## config.mk

```make
export PLATFORM = sky130hd
export DESIGN_NAME = pipe_hazard_sequencer
export DESIGN_NICKNAME = d
export VERILOG_FILES = /design/src/rtl/pipe_hazard_sequencer.sv
export SDC_FILE = /design/constraint.sdc
export NUM_CORES = 1
export LEC_CHECK = 0
export BUFFER_PORTS_ARGS = -buffer_cell sky130_fd_sc_hd__buf_2
export CORE_AREA = 2 2 47 49
export DETAILED_ROUTE_END_ITERATION = 8
export DIE_AREA = 0 0 49 51
export HOLD_SLACK_MARGIN = 0.03
export PLACE_DENSITY = 0.77
export SYNTH_ARGS = -nofsm -noshare
export SYNTH_HDL_FRONTEND = slang
export SYNTH_SLANG_ARGS = --single-unit
```

## constraint.sdc

```tcl
create_clock -name clk -period 3.2 [get_ports clk]
set_input_delay 0 -clock clk [delete_from_list [all_inputs] [get_ports clk]]
set_output_delay 0 -clock clk [all_outputs]
set_load 0.05 [all_outputs]
```

## src/rtl/pipe_hazard_sequencer.sv

```systemverilog
// pipe_hazard_sequencer: per-stage enable/bubble/flush sequencing for the 5-stage 16-bit CPU.
// Optional stall/flush performance counters are built when PIPE_PERF_EN is defined.
module pipe_hazard_sequencer #(
   parameter int REG_AW      = 4,
   parameter int MEM_TIMEOUT = 15,
   parameter int CNT_W       = 16
) (
   input  logic              clk,
   input  logic              rst_n,
   input  logic [3:0]        id_opcode,
   input  logic [REG_AW-1:0] id_rs,
   input  logic [REG_AW-1:0] id_rt,
   input  logic              id_uses_rt,
   input  logic              ex_valid,
   input  logic              ex_is_load,
   input  logic [REG_AW-1:0] ex_rd,
   input  logic              ex_redirect,
   input  logic              mem_access,
   input  logic              mem_ready,
   output logic              pc_we,
   output logic              ifid_we,
   output logic              ifid_flush,
   output logic              idex_we,
   output logic              idex_bubble,
   output logic              exmem_we,
   output logic              mem_req,
   output logic              mem_err,
   output logic [1:0]        state,
   output logic [CNT_W-1:0]  stall_cnt,
   output logic [CNT_W-1:0]  flush_cnt
);

   localparam int WCW = $clog2(MEM_TIMEOUT + 1);
   localparam logic [WCW-1:0] TMO = WCW'(MEM_TIMEOUT);

   typedef enum logic [1:0] {RUN = 2'b00, LDSTALL = 2'b01, MEMWAIT = 2'b10, ERR = 2'b11} state_t;

   state_t         cur, nxt;
   logic [WCW-1:0] wait_cnt;
   logic           rs_used, hazard;

   assign rs_used = (id_opcode <= 4'd9) | (id_opcode >= 4'd14);
   assign hazard  = ex_valid & ex_is_load & (ex_rd != '0) &
                    ((rs_used & (ex_rd == id_rs)) | (id_uses_rt & (ex_rd == id_rt)));
   assign state   = cur;

   // Stage controls and next state; memory stall beats redirect beats load-use, reset forces NOPs.
   always_comb begin
      nxt         = cur;
      pc_we       = 1'b1;
      ifid_we     = 1'b1;
      idex_we     = 1'b1;
      exmem_we    = 1'b1;
      ifid_flush  = 1'b0;
      idex_bubble = 1'b0;
      mem_req     = 1'b0;
      case (cur)
         RUN, LDSTALL: begin
            nxt     = RUN;
            mem_req = mem_access;
            if (mem_access && !mem_ready) begin
               {pc_we, ifid_we, idex_we, exmem_we} = 4'b0000;
               nxt = MEMWAIT;
            end else if (ex_redirect) begin
               ifid_flush  = 1'b1;
               idex_bubble = 1'b1;
            end else if (hazard && cur == RUN) begin
               pc_we       = 1'b0;
               ifid_we     = 1'b0;
               idex_bubble = 1'b1;
               nxt         = LDSTALL;
            end
         end
         MEMWAIT: begin
            mem_req = 1'b1;
            if (mem_ready) begin
               nxt         = RUN;
               ifid_flush  = ex_redirect;
               idex_bubble = ex_redirect;
            end else begin
               {pc_we, ifid_we, idex_we, exmem_we} = 4'b0000;
               nxt = (wait_cnt >= TMO) ? ERR : MEMWAIT;
            end
         end
         default: begin
            {pc_we, ifid_we, idex_we, exmem_we} = 4'b0000;
            nxt = ERR;
         end
      endcase
      if (!rst_n) begin
         {pc_we, ifid_we, idex_we, exmem_we} = 4'b0000;
         mem_req     = 1'b0;
         ifid_flush  = 1'b1;
         idex_bubble = 1'b1;
      end
   end

   // State, memory-wait counter (1 on entry) and sticky timeout flag.
   always_ff @(posedge clk or negedge rst_n) begin
      if (!rst_n) begin
         cur      <= RUN;
         wait_cnt <= '0;
         mem_err  <= 1'b0;
      end else begin
         cur      <= nxt;
         wait_cnt <= (nxt != MEMWAIT) ? '0 : (cur == MEMWAIT) ? wait_cnt + 1'b1 : WCW'(1);
         if (nxt == ERR) mem_err <= 1'b1;
      end
   end

`ifdef PIPE_PERF_EN
   // Saturating counts of stalled-PC cycles and IF/ID flush cycles.
   always_ff @(posedge clk or negedge rst_n) begin
      if (!rst_n) begin
         stall_cnt <= '0;
         flush_cnt <= '0;
      end else begin
         if (!pc_we && !(&stall_cnt)) stall_cnt <= stall_cnt + 1'b1;
         if (ifid_flush && !(&flush_cnt)) flush_cnt <= flush_cnt + 1'b1;
      end
   end
`else
   assign stall_cnt = '0;
   assign flush_cnt = '0;
`endif

endmodule

```

==> out/summary.md <==
The run finished with clean final reports. The post-layout instance area is 860 um^2. The setup check on the worst reg-to-reg path leaves a slack of 1.56 ns. Entering global routing, the biggest net connects 12 pins. Input and output buffers added on the ports amount to 32. The area used by sequential logic in the layout came out at 175 um^2. Power spread over the standard cell area amounts to 418 nW/um^2.

The relative area change from synthesis to final layout is 15.1%, and the number of diodes is 0. The routed wire length is 1370 um, and the total count of hold-check failures in the final report is 0. After synthesis, the cell types taking the most area are buf_4 (34%), dfrtp_1 (23%), xor2_1 (11%). After detailed placement, the total cell area comes to 803 um^2.

The number of vias after detailed routing is 616, and the detailed-routing iteration count for the pre-antenna-repair pass is 4. STA classifies the critical path endpoint as an output pin. The data required time at the worst endpoint came out at 3.20 ns. The number of filler instances in the final layout is 214, and the top fanout value on the critical path is 5. The number of global-route vias before repair is 540, and the die outline area is 2500 um^2. The run gives 0.706 as the weighted congestion at the end of routability-driven global placement.

The tools report the critical path startpoint category as an input pin. Clock tree synthesis inserted a total of 3 buffers. The worst hold path belongs to the class in -> reg.

Based on the critical path, the design can be clocked at up to 583 MHz. The worst register-to-register path begins at wait_cnt[0]. The final worst-path cycle share is 0.536, and the number of instances in the synthesized netlist is 88. The distinct cell type count after synthesis was 29; the clock transition time at the flip-flop clock pins of the worst setup and hold paths was 0.05 ns.

The setup TNS came out at 0 ns. The core area is 2060 um^2. The CTS H-tree depth was 1; the post-synthesis sequential area ratio was 0.235.

The smallest clock period supported by the final layout is computed as 1.72 ns. The clock network latency to the later pin of the worst-skew pair is 0.25 ns, and the number of routed nets with antenna violations is 0. Critical path data arrival time: 1.72 ns. The biggest area contributor in the post-synthesis netlist is buf_4. For the maximum clock skew at final layout, the log shows 0.000113 ns. After detailed routing, the average wire length per cell comes to 9.03 um. For this run, design rule violations remaining after detail routing come to 0.

The number of placement rows is 17, and the total routing usage reported by global routing is 0.111. The post-cts sizing count is 0, and the chip height is 51 um. The die is 49 um wide. The start-to-end type of the worst setup path is in -> out.

During I/O placement, the number of pins put on the boundary was 66. Summing all multi-input logic gate instances after layout gives 418 um^2. The logs give 2 for the number of buffers on the longest clock path and 150 for the number of nets at the end of the flow.

The run gives 0 as the final setup violation count. The capturing point of the worst reg2reg path was wait_cnt[2]. The tools report the number of antenna violations at the first check in global routing as 0. For this run the aggregate overflow at the end of global routing stands at 0. Starting utilization of the core area: 0.362. The most critical setup path has its endpoint at pc_we. The fraction of final layout cells with drive strength greater than 1 is 0.290, and the max capacitance violation total is 0. Summing every instance area after synthesis gives 747 um^2. The tree is rooted in a clkbuf_4.

Setup repair after global routing left no endpoint under its margin. The power after layout came out at 359 uW. The top-area cell type share of the netlist area was 0.342; the post-synthesis average cell area was 8.49 um^2. TritonCTS built the clock tree. VDD sags by at most 0.171 mV.

Tracing the worst setup path back leads to its startpoint at mem_ready. For this run, the number of Yosys warnings is 0. The leakage dissipation is 0.498 nW, and the count of routing violations after the opening detailed-route iteration is 5.

Final-report max-slew violation count: 0. The tree built by TritonCTS fans out to 7 sinks. Summed over all nets, the half-perimeter wirelength after detailed placement is 1140 um.

The first global-routing pass estimated 2130 um of wire. The top cell types in the final layout, fill and taps aside, are conb_1 (32), buf_2 (32), xor2_1 (9). For the worst flop-to-flop path, the logic depth is 5. In the routed layout, each cell is associated on average with a via count of 4.05. Number of storage elements in the synthesis netlist: 7.
## state kept, by name, indices dropped and copies added (netlist names)
signal    cells
mem_err       1
state         2
wait_cnt      4
## worst min path at each step
stage	from	end	slack, ns	depth (start not counted)
4_1_cts	ex_is_load	state[0]	0.08	3
3_3_place_gp	rst_n	wait_cnt[2]	-0.14	1
2_1_floorplan	rst_n	mem_err	-0.30	0
5_1_grt	ex_is_load	state[0]	0.09	3
6_report	ex_is_load	state[0]	0.08	3
3_5_place_dp	rst_n	wait_cnt[2]	-0.13	1
## per-layer routing
metal | vias to the layer above | wire (um) | global-route usage
li1 | 295 | - | -
met5 | - | 0 | 0
met2 | 35 | 743 | 0.210
met4 | 0 | 0 | 0.0571
met3 | 0 | 117 | 0.0380
met1 | 286 | 511 | 0.106
## worst max-delay path, cell delays in order
cell	delay (ns)
dlygate4sd3_1	0.54
buf_2	0.15
and2b_1	0.21
a21oi_1	0.21
and2_1	0.20
o31a_1	0.15
buf_2	0.26
## kinds of logic (layout without fill, tap and decap cells)
kind of cell             Yosys count  count (layout)  share of synthesized area
buffers and inverters             38              43                      0.362
AND/OR/NAND/NOR                   22              22                      0.169
XOR/XNOR                          11              11                      0.129
AO/OA/AOI/OAI                      8               8                     0.0838
other                              1              32                    0.00502
flip-flops                         7               7                      0.235
adder cells (fa/ha/maj)            1               1                     0.0167
## through the flow
stage / std cells / setup WS, ns / hold slack (ns) / util
after global routing: 152 / 1.38 / 0.0931 / 0.417
after detailed placement: 145 / 1.56 / -0.135 / 0.389
after global placement: 145 / 1.61 / -0.143 / 0.389
after CTS: 152 / 1.51 / 0.0754 / 0.417
after floorplan: 119 / 0.857 / -0.296 / -
final: 152 / 1.48 / 0.0761 / 0.417
## synth_stat cells, drive strengths merged
master,instances
nand2b,3
nand2,3
a32oi,1
ha,1
inv,4
buf,34
and2b,1
nand3,1
a21oi,1
o41ai,1
or2,1
dfrtp,7
and2,1
nand4,1
a21boi,1
or4,1
conb,1
or2b,1
and4b,1
o31a,1
o21ai,1
xor2,9
or3b,1
o311ai,1
nor3,2
xnor2,2
o22ai,1
nor2,4
nor4,1
## final cells by class
| cell class | instances | share of cell area |
|---|---|---|
| flip-flops and latches | 7 | 0.204 |
| well taps | 28 | 0.0408 |
| multi-input cells | 74 | 0.486 |
| clock buffers | 4 | 0.0306 |
| inverters | 4 | 0.0175 |
| repair buffers | 35 | 0.221 |
## repair_timing
item	in CTS	in global routing
setup buffers	0	0
hold buffers	3	0
endpoints found under the hold margin	9	0
## report_power, final
| part | total [mW] | switching (mW) | internal, mW |
|---|---|---|---|
| Combinational | 0.180 | 0.146 | 0.0340 |
| Clock | 0.0809 | 0.0333 | 0.0476 |
| Sequential | 0.0982 | 0.00472 | 0.0934 |
Note: power is estimated with default switching activity, not from simulation.
